File: src/rtl/rsa_req_arbiter.sv
// rsa_req_arbiter
//   Shares one RSA exponentiation core among N_REQ requesters. Round-robin
//   grant with one job in flight; the result is routed back to the requester
//   that owns the core.
//
//   Optional feature macro: RSA_ARB_PERF_EN adds per-requester saturating
//   completion counters on output done_cnt.
//
//   Parameters
//     N_REQ      number of requesters (2..16)
//     CNT_W      completion counter width (RSA_ARB_PERF_EN only)
//     RSAModIn   job type {msg, key, modulus}  (RSA_pkg::RSAModIn in the top level)
//     RSAModOut  result type                   (RSA_pkg::RSAModOut in the top level)
//
//   Ports
//     clk, rst_n      clock, asynchronous active-low reset
//     req_valid/ready per-requester job handshake (req_ready one-hot or zero)
//     req_in          per-requester job
//     rsp_valid/ready per-requester result handshake (rsp_valid one-hot or zero)
//     rsp_out         result bus shared by all requesters
//     core_i_*        job handshake towards the core (core_i_in registered)
//     core_o_*        result handshake from the core
//     busy            high while a job is in flight
//     owner           requester holding the core (valid while busy)
//     done_cnt        N_REQ x CNT_W completion counters (RSA_ARB_PERF_EN only)
module rsa_req_arbiter #(
   parameter int unsigned N_REQ = 4,
`ifdef RSA_ARB_PERF_EN
   parameter int unsigned CNT_W = 16,
`endif
   parameter type RSAModIn  = logic [95:0],
   parameter type RSAModOut = logic [31:0],
   localparam int unsigned ID_W = $clog2(N_REQ)
) (
   input  logic                  clk,
   input  logic                  rst_n,
   input  logic [N_REQ-1:0]      req_valid,
   output logic [N_REQ-1:0]      req_ready,
   input  RSAModIn [N_REQ-1:0]   req_in,
   output logic [N_REQ-1:0]      rsp_valid,
   input  logic [N_REQ-1:0]      rsp_ready,
   output RSAModOut              rsp_out,
   output logic                  core_i_valid,
   input  logic                  core_i_ready,
   output RSAModIn               core_i_in,
   input  logic                  core_o_valid,
   output logic                  core_o_ready,
   input  RSAModOut              core_o_out,
   output logic                  busy,
   output logic [ID_W-1:0]       owner
`ifdef RSA_ARB_PERF_EN
   ,
   output logic [N_REQ*CNT_W-1:0] done_cnt
`endif
);

   typedef enum logic [1:0] {
      IDLE  = 2'd0,
      ISSUE = 2'd1,
      WAIT  = 2'd2
   } state_t;

   state_t          state;
   logic [ID_W-1:0] rr_ptr;
   RSAModIn         job_q;

   logic            found;
   logic [ID_W-1:0] winner;
   logic [ID_W:0]   cand;

   // Scan rr_ptr, rr_ptr+1, ... modulo N_REQ; first active request wins.
   always_comb begin
      found  = 1'b0;
      winner = '0;
      cand   = '0;
      for (int unsigned k = 0; k < N_REQ; k++) begin
         cand = {1'b0, rr_ptr} + (ID_W+1)'(k);
         if (cand >= (ID_W+1)'(N_REQ)) begin
            cand = cand - (ID_W+1)'(N_REQ);
         end
         if (!found && req_valid[cand[ID_W-1:0]]) begin
            found  = 1'b1;
            winner = cand[ID_W-1:0];
         end
      end
   end

   always_comb begin
      req_ready    = '0;
      rsp_valid    = '0;
      core_o_ready = 1'b0;
      rsp_out      = '0;
      if (state == IDLE && found) begin
         req_ready[winner] = 1'b1;
      end
      if (state == WAIT) begin
         rsp_valid[owner] = core_o_valid;
         core_o_ready     = rsp_ready[owner];
         rsp_out          = core_o_out;
      end
   end

   assign core_i_in = job_q;

   always_ff @(posedge clk or negedge rst_n) begin
      if (!rst_n) begin
         state        <= IDLE;
         rr_ptr       <= '0;
         owner        <= '0;
         job_q        <= '0;
         core_i_valid <= 1'b0;
         busy         <= 1'b0;
      end else begin
         case (state)
            IDLE: begin
               if (found) begin
                  job_q        <= req_in[winner];
                  owner        <= winner;
                  rr_ptr       <= (winner == ID_W'(N_REQ - 1)) ? '0 : winner + 1'b1;
                  core_i_valid <= 1'b1;
                  busy         <= 1'b1;
                  state        <= ISSUE;
               end
            end
            ISSUE: begin
               // A result presented in the same cycle is consumed from WAIT onwards.
               if (core_i_ready) begin
                  core_i_valid <= 1'b0;
                  state        <= WAIT;
               end
            end
            WAIT: begin
               if (core_o_valid && rsp_ready[owner]) begin
                  busy  <= 1'b0;
                  state <= IDLE;
               end
            end
            default: begin
               core_i_valid <= 1'b0;
               busy         <= 1'b0;
               state        <= IDLE;
            end
         endcase
      end
   end

`ifdef RSA_ARB_PERF_EN
   for (genvar i = 0; i < N_REQ; i++) begin : g_cnt
      logic [CNT_W-1:0] cnt;
      always_ff @(posedge clk or negedge rst_n) begin
         if (!rst_n) begin
            cnt <= '0;
         end else if (rsp_valid[i] && rsp_ready[i] && (cnt != '1)) begin
            cnt <= cnt + 1'b1;
         end
      end
      assign done_cnt[i*CNT_W +: CNT_W] = cnt;
   end
`endif

endmodule

File: config.mk
export PLATFORM = sky130hd
export DESIGN_NAME = rsa_req_arbiter
export DESIGN_NICKNAME = d
export VERILOG_FILES = /design/src/rtl/rsa_req_arbiter.sv
export SDC_FILE = /design/constraint.sdc
export NUM_CORES = 1
export LEC_CHECK = 0
export ABC_AREA = 0
export CAP_MARGIN = 20
export CELL_PAD_IN_SITES_DETAIL_PLACEMENT = 2
export CELL_PAD_IN_SITES_GLOBAL_PLACEMENT = 2
export CORE_AREA = 2 2 219 221
export DETAILED_ROUTE_END_ITERATION = 8
export DIE_AREA = 0 0 221 223
export MAX_ROUTING_LAYER = met4
export PLACE_DENSITY_LB_ADDON = 0.1
export SYNTH_ARGS = -nofsm -noshare
export SYNTH_HDL_FRONTEND = slang
export SYNTH_SLANG_ARGS = --single-unit
File: constraint.sdc
create_clock -name clk -period 3.5 [get_ports clk]
set_clock_uncertainty 0.15 [all_clocks]
set_input_delay 0.875 -clock clk [delete_from_list [all_inputs] [get_ports clk]]
set_output_delay 0.875 -clock clk [all_outputs]
set_load 0.01 [all_outputs]
# Word-level counts from Yosys, hierarchy flattened
# Cells that the tools add are included.
# W data, S select, Z words.
# word_totals
regBits	104
input_bits	428
# classes
n_bitwise	3
eq_ne	6
muxes	42
n_addsub	8
n_reduce_logical	15
magnitude_cmp	12
# op_table
op	count
$bmux W96 S2	1
$mux W96	1
$mux W32	1
$mux W2	12
$lt A2 B3 Y1 const B	6
$mux W1	15
$bmux W1 S2	5
$ge A3 B3 Y1 const B	3
$reduce_and A3 Y1	3
$mux W4	2
$sub A2 B1 Y2 const B	4
$logic_and A1 B1 Y1	7
$add A2 B2 Y3 const B	2
$pmux W1 S3	2
$pmux W2 S3	1
$and A4 B4 Y4	1
$demux W1 S2	2
$eq A2 B2 Y1 const B	2
$ge A2 B1 Y1 const B	2
$ne A2 B2 Y1 const B	2
$add A2 B1 Y3 const B	1
$ge A2 B3 Y1 const B	1
$logic_not A1 Y1	3
$add A2 B1 Y2 const B	1
other kinds (5)	6

# Longest topological paths before layout
# Gate-level depths: netlist (run 1).
# logic_depth
depth_word	19
ltp_mapped	9
mapped_depth_nobuf	7

# Worst setup path before layout (run 1)
# Ideal clock, no wire load.
# synth_timing
path_kind	input port to output port
startpoint	in req_valid[1]
endpoint	out req_ready[3]
n_path_buf	2
arrival_ps	2067
path_stages	7
path_slack_ps	408
path_cell_list	a21bo_1 a221o_1 buf_2 inv_2 buf_2 ha_1 and2_1
# synth_via
elab_chain_cells	17
word_cells_on_any_way	29
# synth_lines
element	line_no	source
from (decl)	37	input logic [N_REQ-1:0] req_valid,
$bmux W1 S2	81	if (!found && req_valid[cand[ID_W-1:0]]) begin
$mux W1 (implied by the code)	81	
$mux W1	81	
$logic_not A1 Y1	81	
$logic_and A1 B1 Y1	81	
$mux W1	81	
$logic_not A1 Y1	81	
$logic_and A1 B1 Y1	81	
$mux W1	81	
$logic_not A1 Y1	81	
$logic_and A1 B1 Y1	81	
$mux W2	81	
$lt A2 B3 Y1 (implied by the code) / $ge A2 B1 Y1 (equally long branches)	94	req_ready[winner] = 1'b1;
$logic_and A1 B1 Y1 (implied by the code)	94	
$mux W1 (implied by the code)	94	
$demux W1 S2	94	
$mux W4 (*)	93	if (state == IDLE && found) begin
to (decl)	38	output logic [N_REQ-1:0] req_ready,
# Mark *: on every way between the ends. The rest lies on a longest branch, timed or not. The select of a mux whose other input is x is not followed.

# Worst setup path after layout (run 1)
# layout_timing
startpoint	in req_valid[3]
endpoint	out req_ready[3]
# Same word-level chain as after synthesis.

==> results of run 1 <==
==> logic make-up (layout without fill, tap and decap cells) <==
logic type                 Yosys count  in the layout
AOI/OAI and AO/OA                  209            209
adders and majority gates            1              1
buffers and inverters               76            627
DFF                                104            104
muxes                               98             98
other                                0             10
and+or+nand+nor                    255            255
==> area by class of cell <==
cell class | instances | area share
well taps | 615 | 0.0573
multi-input cells | 563 | 0.275
diodes | 10 | 0.00186
clock buffers | 11 | 0.0188
clock inverters | 5 | 0.00233
flip-flops and latches | 104 | 0.194
repair buffers | 604 | 0.449
inverters | 7 | 0.00214
==> worst max-delay path, cell delays in order <==
cell	delay, ns
clkdlybuf4s50_1	0.48
inv_1	0.07
a221o_4	0.42
inv_4	0.08
ha_1	0.16
and2_1	0.12
clkbuf_2	0.14
==> synthesized netlist by cell type <==
| cell | instances | share of area |
|---|---|---|
| nor4_2 | 1 | 0.0019 |
| buf_4 | 2 | 0.0023 |
| inv_2 | 2 | 0.0011 |
| o21a_1 | 1 | 0.0011 |
| inv_1 | 5 | 0.0028 |
| nor2_1 | 6 | 0.0034 |
| buf_2 | 21 | 0.016 |
| o2bb2ai_1 | 96 | 0.13 |
| o221a_1 | 1 | 0.0017 |
| nor2_2 | 1 | 0.00094 |
| and2_1 | 34 | 0.032 |
| a21oi_1 | 5 | 0.0038 |
| a31oi_1 | 96 | 0.090 |
| dfrtp_1 | 104 | 0.39 |
| a221o_1 | 1 | 0.0015 |
| o31ai_1 | 1 | 0.0011 |
| buf_1 | 7 | 0.0040 |
| a21bo_1 | 1 | 0.0015 |
| nor2b_1 | 2 | 0.0019 |
| nor3_1 | 4 | 0.0030 |
| clkbuf_1 | 28 | 0.016 |
| ha_1 | 1 | 0.0019 |
| mux2i_1 | 97 | 0.15 |
| mux4_2 | 1 | 0.0034 |
| a221oi_1 | 1 | 0.0013 |
| buf_6 | 11 | 0.019 |
| o21ai_0 | 3 | 0.0023 |
| nand2_1 | 203 | 0.11 |
| nand3_1 | 1 | 0.00075 |
| nor3b_1 | 2 | 0.0023 |
| a21o_1 | 1 | 0.0011 |
| or3_1 | 1 | 0.00094 |
| o22ai_1 | 2 | 0.0019 |
==> report_power, final <==
group / switching (mW) / internal, mW / total (mW)
Sequential: 0.403 / 1.82 / 2.23
Combinational: 2.89 / 2.73 / 5.62
Clock: 0.554 / 0.522 / 1.08
==> per-layer routing <==
layer,global-route usage,vias up,part of all wire
met5,-,-,0
met4,0.0403,0,0.0078
met3,0.0636,16,0.078
met2,0.308,278,0.51
met1,0.203,4010,0.41
li1,-,3801,-
==> stage by stage <==
| step | setup WS [ns] | power, mW | cells | area, µm² | setup TNS, ns |
|---|---|---|---|---|---|
| after floorplan | 0.408 | 4.92 | 743 | 6640 | 0 |
| after global placement | -0.480 | 7.97 | 1892 | 13100 | -18.80 |
| after detailed placement | -0.519 | 8.04 | 1892 | 13100 | -24.91 |
| after CTS | -0.0483 | 9.20 | 1909 | 13400 | -0.0483 |
| after global routing | 0.00603 | 9.66 | 1918 | 13400 | 0 |
| final | 0.128 | 8.92 | 1919 | 13400 | 0 |
==> sequential cells by signal (all words and copies together), names as in the netlist <==
name and flops:
state 2, rr_ptr 2, core_i_in 96, owner 2
busy 1, core_i_valid 1
==> worst max-delay path by stage <==
stage | start | end | slack, ns | depth (start not counted)
floorplan | req_valid[1] | req_ready[3] | 0.41 | 7
global placement | req_valid[1] | req_ready[3] | -0.48 | 7
detailed placement | req_valid[1] | req_ready[3] | -0.52 | 7
CTS | req_valid[3] | req_ready[3] | -0.05 | 7
global route | req_valid[3] | req_ready[3] | 0.006 | 7
finish | req_valid[3] | req_ready[3] | 0.13 | 7
==> repair_timing <==
item / 4_1_cts / 5_1_grt
cloned: 0 / 0
buffers inserted: 1 / 0
pin swaps: 1 / 1
setup endpoints to repair: 5 / 5
resized for setup: 11 / 7
hold endpoints to repair: 0 / 0
==> key figures, run 1 <==
Synthesis
  – #FFs+latches synth: 104
  – Synth Net Count: 1172
  – Yosys cell types: 33
  – Compound-cell area share of the yosys netlist: 0.234
  – Post-synthesis simple-gate area fraction: 0.162
  – Register area share after synthesis: 0.392
  – Largest family of logic cells by synthesized area: compound AO/OA/AOI/OAI gates
  – Syn Inst Count: 743
  – Post-Synth Adder-Cell Area: 0.00188
  – Mapped cell area: 0.00664 mm²
  – Post-synthesis mux area share: 0.150
  – Avg Synthesized Cell Area: 8.94 µm²
  – Yosys warns: 0
  – Synth Area in XOR/XNOR: 0

Floorplanning
  – Core Region: 0.0471 mm²
  – Die area: 0.0493 mm²
  – # IOs: 569
  – Starting Density: 0.141
  – Die W: 221 µm
  – Die span in y: 223 µm
  – Num rows: 80

Timing
  – Max-slew violations: 0
  – Max frequency: 297 MHz
  – Final setup violation count: 0
  – Final cycle utilization of the critical path: 0.963
  – RSZ-0062 raised after global routing: no
  – Slew HR: 0.444
  – Slew at the pin with the worst max-slew slack: 0.834 ns
  – Final hold vios: 0
  – Fin crit period: 3.37 ns
  – Worst hold-check slack: 0.332 ns

Cells and area
  – Area growth from synthesis to layout: 102%
  – Most common cell after layout, fill and taps aside: clkdlybuf4s50_1
  – Fillers: 5305
  – Fin nets: 1718
  – Commonest non-fill, non-tap cells in the layout: clkdlybuf4s50_1 (559), nand2_1 (203), dfrtp_1 (104), mux2i_1 (97)
  – Share of cells above drive strength 1: 0.0510
  – Multi-input logic area: 0.00369 mm²
  – Reg area: 0.00260 mm²
  – Core Util, Final: 0.285

Place
  – Port Buffers: 568
  – Gpl congestion: 0.760
  – DPL Wire Length: 34000 µm

Clock network
  – Hold_buf cts: 0
  – Clk_lat worst skew: 0.38 ns
  – Clock buffer depth: 2
  – CTS tree: done
  – Root Buffer: clkbuf_16
  – Clk slew on worst S/H paths: 0.08 ns
  – Clock tree sinks: 104
  – H-tree levels: 3
  – CTS Buf Count: 9

Worst setup path
  – R2R Setup Slk: 0.46 ns
  – Crit start category: input port
  – Worst r2r src: rr_ptr[1]
  – CP Capture Type: output pin
  – Critical Path RT: 2.47 ns
  – Critical Path AT: 2.35 ns
  – Max Fanout on Critical Path: 4
  – Reg-to-reg endpoint: core_i_in[22]
  – Critical path class: in2out
  – Worst-case reg-to-reg path depth: 8

Drt
  – WL/cell: 23.1 µm
  – Initial DRT Pass Iterations: 4
  – # DRC: 0
  – Routed vias: 8105
  – Via density: 4.22
  – Final wirelength: 44200 µm
  – Number of nets with antenna violations after routing: 0
  – Initial detailed-routing violation count: 235

GRT
  – Vias in the first global route: 9191
  – First-pass GRT wire length: 64100 µm
  – Gr ovfl total: 0
  – Largest net degree at the start of global routing: 87
  – Initial antenna violation count: 10
  – GR Util All Layers: 0.181

Status
  – Outcome: finished clean

Worst hold path
  – Min-Delay Path Class: in2async

Power
  – Leak: 5.34 nW
  – Worst vdd ir: 0.381 mV
  – Pwr Density: 664 mW/mm²

Flow run
  – Max-cap viol count: 0
Note: power is estimated with default switching activity, not from simulation.
==> inputs of run 2 (changes only) <==
Settings changed: CORE_AREA 2 2 219 221 to 2 2 220 222, DIE_AREA 0 0 221 223 to 0 0 222 224.
Clock period 3.5 ns to 3.8 ns, I/O delays scaled along.
==> run 2 against run 1 <==
Effect of this change:
- final area decreased by 0.50%
- worst setup slack got worse by 0.021 ns
- count of clock-buffer cells in the layout unchanged
- die area increased by 0.90%
- register-to-register slack improved by 0.58 ns
==> key figures, run 2 (same netlist as run 1, synthesis figures left out) <==
Worst hold path
  – Min-Delay Path Class: reg2reg (was in2async)

Timing
  – Setup TNS: 0 ns (unchanged)
  – Final setup violation count: 0 (unchanged)
  – Max frequency: 271 MHz
  – Fin crit period: 3.69 ns
  – RSZ-0062 raised after global routing: no (unchanged)
  – Final cycle utilization of the critical path: 0.972
  – Max-slew violations: 0 (unchanged)
  – Slew HR: 0.480 (was 0.444)
  – Final hold vios: 0 (unchanged)
  – Slew at the pin with the worst max-slew slack: 0.780 ns (was 0.834 ns)

Drt
  – Final wirelength: 43700 µm (was 44200 µm)
  – Routed vias: 8050 (was 8105)
  – WL/cell: 22.9 µm (was 23.1 µm)
  – Via density: 4.21 (was 4.22)
  – # DRC: 0 (unchanged)
  – Initial DRT Pass Iterations: 4 (unchanged)
  – Initial detailed-routing violation count: 269 (was 235)
  – Number of nets with antenna violations after routing: 0 (unchanged)

Floorplanning
  – # IOs: 569 (unchanged)
  – Num rows: 80 (unchanged)
  – Starting Density: 0.140 (was 0.141)
  – Core Region: 0.0473 mm² (was 0.0471 mm²)
  – Die span in y: 224 µm (was 223 µm)
  – Die W: 222 µm (was 221 µm)
  – Die area: 0.0497 mm² (was 0.0493 mm²)

GRT
  – Vias in the first global route: 9174 (was 9191)
  – Largest net degree at the start of global routing: 99 (was 87)
  – First-pass GRT wire length: 63800 µm (was 64100 µm)
  – Gr ovfl total: 0 (unchanged)
  – Initial antenna violation count: 7 (was 10)
  – GR Util All Layers: 0.179 (was 0.181)

Power
  – Clk pwr share: 0.125 (was 0.121)
  – Worst vdd ir: 0.525 mV (was 0.381 mV)
  – Sw Share: 0.430 (was 0.431)
  – Switching pwr: 3.53 mW (was 3.85 mW)
  – Comb power frac: 0.627 (was 0.630)
  – Tot Pwr: 8.20 mW (was 8.92 mW)
  – Internal cell power: 4.67 mW (was 5.08 mW)
  – Leak: 5.28 nW (was 5.34 nW)
  – Pwr Density: 613 mW/mm² (was 664 mW/mm²)
  – Sequential fraction of design power: 0.248 (was 0.249)

Cells and area
  – Layout Cells excl Fill: 1910 (was 1919)
  – Fin area: 0.0134 mm² (about the same)
  – Number of flip-flops in the largest register: 96 (unchanged)
  – Share of cells above drive strength 1: 0.0443 (was 0.0510)
  – Area growth from synthesis to layout: 101% (was 102%)
  – Commonest non-fill, non-tap cells in the layout: clkdlybuf4s50_1 (562), nand2_1 (203), dfrtp_1 (104), mux2i_1 (97) (was clkdlybuf4s50_1 (559), nand2_1 (203), dfrtp_1 (104), mux2i_1 (97))
  – Core Util, Final: 0.282 (was 0.285)
  – Fillers: 5357 (was 5305)
  – Most common cell after layout, fill and taps aside: clkdlybuf4s50_1 (unchanged)
  – Fin nets: 1712 (was 1718)

Clock network
  – Clk_lat worst skew: 0.37 ns (was 0.38 ns)
  – Root Buffer: clkbuf_16 (unchanged)
  – Clock tree sinks: 104 (unchanged)
  – Clock buffer depth: 2 (unchanged)
  – CTS Buf Count: 9 (unchanged)
  – CTS tree: done (unchanged)
  – H-tree levels: 3 (unchanged)
  – Clk slew on worst S/H paths: 0.08 ns (about the same)

Place
  – Placed cell areas: 0.0131 mm² (about the same)
  – Placed cell count: 1887 (was 1892)
  – Port Buffers: 568 (unchanged)
  – Gpl congestion: 0.742 (was 0.760)
  – DPL Wire Length: 33700 µm (was 34000 µm)

Worst setup path
  – Critical Path RT: 2.70 ns (was 2.47 ns)
  – Crit path largest cell delay: 0.47 ns (was 0.48 ns)
  – Critical Path AT: 2.59 ns (was 2.35 ns)
  – CP Capture Type: output pin (unchanged)
  – Slowest-stage cell, CP: clkdlybuf4s50_1 (unchanged)
  – Critical path class: in2out (unchanged)
  – Crit-path cells: clkdlybuf4s50_1 > a21bo_1 > a221o_4 > inv_4 > nand2_1 > nor2_1 > dlygate4sd2_1 (was clkdlybuf4s50_1 > inv_1 > a221o_4 > inv_4 > ha_1 > and2_1 > clkbuf_2)
  – Max Fanout on Critical Path: 4 (unchanged)
  – Crit start category: input port (unchanged)

Flow run
  – Max-cap viol count: 0 (unchanged)

Status
  – Outcome: finished clean (unchanged)
[run 2: repair_timing]
| action | 4_1_cts | 5_1_grt |
|---|---|---|
| setup endpoints to repair | 4 | 1 |
| cloned | 0 | 0 |
| hold buffers | 0 | 0 |
| setup buffers | 0 | 0 |
| resized for setup | 9 | 1 |
[run 2: metal layers]
layer,share of wire,global-route usage,up-vias,routed length (µm)
li1,-,-,3785,-
met1,0.40,0.195,3966,17500
met2,0.51,0.315,284,22400
met3,0.078,0.0611,15,3420
met4,0.0096,0.0386,0,422
met5,0,-,-,0
[run 2: area by class of cell]
| type | instances | area (µm²) | share of cell area |
|---|---|---|---|
| Tap cell | 615 | 769 | 0.0576 |
| Antenna cell | 7 | 17.5 | 0.00131 |
| Timing Repair Buffer | 598 | 5970 | 0.447 |
| Sequential cell | 104 | 2600 | 0.195 |
| Clock buffer | 11 | 233 | 0.0174 |
| Clock inverter | 5 | 57.6 | 0.00431 |
| Inverter | 7 | 28.8 | 0.00215 |
| Multi-Input combinational cell | 563 | 3680 | 0.276 |
[run 2: critical path: cells and delay by family]
family	cells	cell delay, ns
AND/OR/NAND/NOR	2	0.19
AO/OA/AOI/OAI	2	0.60
buffers and inverters	3	0.85
[run 2: final timing paths]
| check | from | slack [ns] | cells after the start | end |
|---|---|---|---|---|
| worst max-delay path | req_valid[0] | 0.11 | 7 | req_ready[1] |
| worst min-delay path | core_i_valid | 0.41 | 2 | core_i_valid |
| worst max register to register | rr_ptr[1] | 1.04 | 8 | core_i_in[93] |
| worst min register to register | core_i_valid | 0.41 | 2 | core_i_valid |
| max in group asynchronous | rst_n | 2.26 | 2 | core_i_in[87] |
| min in group asynchronous | rst_n | 0.44 | 1 | core_i_in[48] |
[run 2: power by group through the flow]
stage               Clock (mW)  Sequential (mW)  Combinational, mW
floorplan                    0             2.24               2.30
global placement             0             2.04               5.24
detailed placement           0             2.06               5.31
CTS                       1.09             2.04               5.33
global route              1.11             2.12               5.64
finish                    1.02             2.03               5.14
[run 2: through the flow]
step	setup slack (ns)	hold slack (ns)
final	0.107	0.405
after global routing	0.0153	0.450
after CTS	0.00792	0.414
after detailed placement	-0.386	0.402
after global placement	-0.306	0.394
after floorplan	0.558	0.343
==> inputs of run 3 (changes only) <==
Settings changed: SETUP_SLACK_MARGIN from default to 0.05.
==> run 3 against run 2 <==
Effect of this change:
- utilization about the same
- non-clock buffer count unchanged
- sequential power about the same
- critical path depth unchanged
- final area about the same
- register-to-register slack about the same
- maximum frequency up 1.6%
==> key figures, run 3 (same netlist as run 1, synthesis figures left out) <==
Cells and area
  – Most common cell after layout, fill and taps aside: clkdlybuf4s50_1 (unchanged)
  – Fillers: 5359 (was 5357)
  – Number of flip-flops in the largest register: 96 (unchanged)
  – Commonest non-fill, non-tap cells in the layout: clkdlybuf4s50_1 (561), nand2_1 (203), dfrtp_1 (104), mux2i_1 (97) (was clkdlybuf4s50_1 (562), nand2_1 (203), dfrtp_1 (104), mux2i_1 (97))
  – Layout Cells excl Fill: 1910 (unchanged)
  – Fin area: 0.0134 mm² (about the same)
  – Fin nets: 1712 (unchanged)
  – Share of cells above drive strength 1: 0.0443 (unchanged)
  – Area growth from synthesis to layout: 101% (about the same)
  – Reg area: 0.00260 mm² (unchanged)
  – Multi-input logic area: 0.00368 mm² (unchanged)

Clock network
  – Gates resized, CTS repair: 11 (was 9)
  – CTS tree: done (unchanged)
  – CTS Buf Count: 9 (unchanged)
  – Clk_lat worst skew: 0.37 ns (about the same)
  – Clk slew on worst S/H paths: 0.08 ns (about the same)
  – H-tree levels: 3 (unchanged)
  – Clock tree sinks: 104 (unchanged)
  – Hold_buf cts: 0 (unchanged)
  – Clock buffer depth: 2 (unchanged)
  – Root Buffer: clkbuf_16 (unchanged)
  – Post-CTS Repair Setup Buffers: 0 (unchanged)

Worst setup path
  – CP Capture Type: output pin (unchanged)
  – Crit start category: input port (unchanged)
  – Critical path class: in2out (unchanged)
  – Max Fanout on Critical Path: 4 (unchanged)
  – Critical Path RT: 2.70 ns (about the same)
  – Critical Path AT: 2.53 ns (was 2.59 ns)

Place
  – Placed cell areas: 0.0131 mm² (unchanged)
  – Placed cell count: 1887 (unchanged)
  – Gpl congestion: 0.742 (unchanged)
  – Setup WS pre-CTS: -0.386 ns (unchanged)
  – DPL Wire Length: 33700 µm (unchanged)
  – Port Buffers: 568 (unchanged)

Timing
  – Max frequency: 275 MHz (was 271 MHz)
  – Final hold vios: 0 (unchanged)
  – Worst setup margin: 0.165 ns (was 0.107 ns)
  – Fin crit period: 3.63 ns (was 3.69 ns)
  – Max-slew violations: 0 (unchanged)
  – Worst hold-check slack: 0.405 ns (about the same)
  – Final setup violation count: 0 (unchanged)
  – Slew HR: 0.483 (was 0.480)
  – RSZ-0062 raised after global routing: no (unchanged)
  – Final cycle utilization of the critical path: 0.957 (was 0.972)
  – Slew at the pin with the worst max-slew slack: 0.775 ns (was 0.780 ns)

Drt
  – Final wirelength: 43700 µm (about the same)
  – Initial DRT Pass Iterations: 4 (unchanged)
  – Via density: 4.22 (was 4.21)
  – Routed vias: 8056 (was 8050)
  – Initial detailed-routing violation count: 268 (was 269)
  – Number of nets with antenna violations after routing: 0 (unchanged)
  – WL/cell: 22.9 µm (about the same)
  – # DRC: 0 (unchanged)

Floorplanning
  – Die W: 222 µm (unchanged)
  – Core Region: 0.0473 mm² (unchanged)
  – # IOs: 569 (unchanged)
  – Die span in y: 224 µm (unchanged)
  – Num rows: 80 (unchanged)
  – Starting Density: 0.140 (unchanged)
  – Die area: 0.0497 mm² (unchanged)

Worst hold path
  – Min-Delay Path Class: reg2reg (unchanged)

GRT
  – First-pass GRT wire length: 63800 µm (unchanged)
  – Vias in the first global route: 9174 (unchanged)
  – GR Util All Layers: 0.179 (unchanged)
  – Largest net degree at the start of global routing: 99 (unchanged)
  – Gr ovfl total: 0 (unchanged)
  – Initial antenna violation count: 7 (unchanged)

Power
  – Pwr Density: 613 mW/mm² (about the same)
  – Worst vdd ir: 0.525 mV (about the same)
  – Leak: 5.28 nW (about the same)

Flow run
  – Max-cap viol count: 0 (unchanged)

Status
  – Outcome: finished clean (unchanged)
[run 3: cell count changes in the layout (fill, tap and decap cells not counted), sizes merged]
cell | before | now
clkdlybuf4s50 | 562 | 561
clkbuf | 12 | 11
dlygate4sd2 | 4 | 5
clkdlybuf4s15 | 0 | 1
[run 3: layout make-up]
cell class,instances,share of cell area
repair buffers,598,0.447
clock inverters,5,0.00431
clock buffers,11,0.0174
inverters,7,0.00215
diodes,7,0.00131
flip-flops and latches,104,0.195
well taps,615,0.0576
multi-input cells,563,0.275
[run 3: report_power, final]
part	leakage (nW)	internal [mW]	switching [mW]
sequential	1.16	1.68	0.355
combinational	3.99	2.48	2.66
clock	0.132	0.513	0.510
total	5.28	4.67	3.52
[run 3: path summary, 6_finish.rpt]
path | endpoint | from | cells past startpoint | slack, ns
max | req_ready[3] | req_valid[3] | 7 | 0.17
min | core_i_valid | core_i_valid | 2 | 0.41
max reg2reg | core_i_in[93] | rr_ptr[1] | 8 | 1.05
min reg2reg | core_i_valid | core_i_valid | 2 | 0.41
max in group asynchronous | core_i_in[87] | rst_n | 2 | 2.26
min in group asynchronous | core_i_in[48] | rst_n | 1 | 0.44
[run 3: per-stage QoR]
stage	util	TNS, ns	power, mW
4_1_cts	0.282	0	8.47
2_1_floorplan	-	0	4.53
3_3_place_gp	0.276	-3.09	7.28
5_1_grt	0.282	0	8.87
6_report	0.282	0	8.20
3_5_place_dp	0.276	-11.56	7.37
[run 3: metal layers]
metal  part of all wire  vias up  wire length [µm]  track usage
met5                  0        -                 0            -
met4             0.0097        0               422       0.0386
met3              0.078       15              3420       0.0611
met2               0.51      284             22400        0.315
met1               0.40     3970             17500        0.195
li1                   -     3787                 -            -
[run 3: critical path, stage by stage]
cell             delay, ns
clkdlybuf4s50_1       0.48
inv_1                 0.07
a221o_4               0.42
inv_4                 0.08
ha_1                  0.18
and2_1                0.13
clkdlybuf4s15_2       0.23
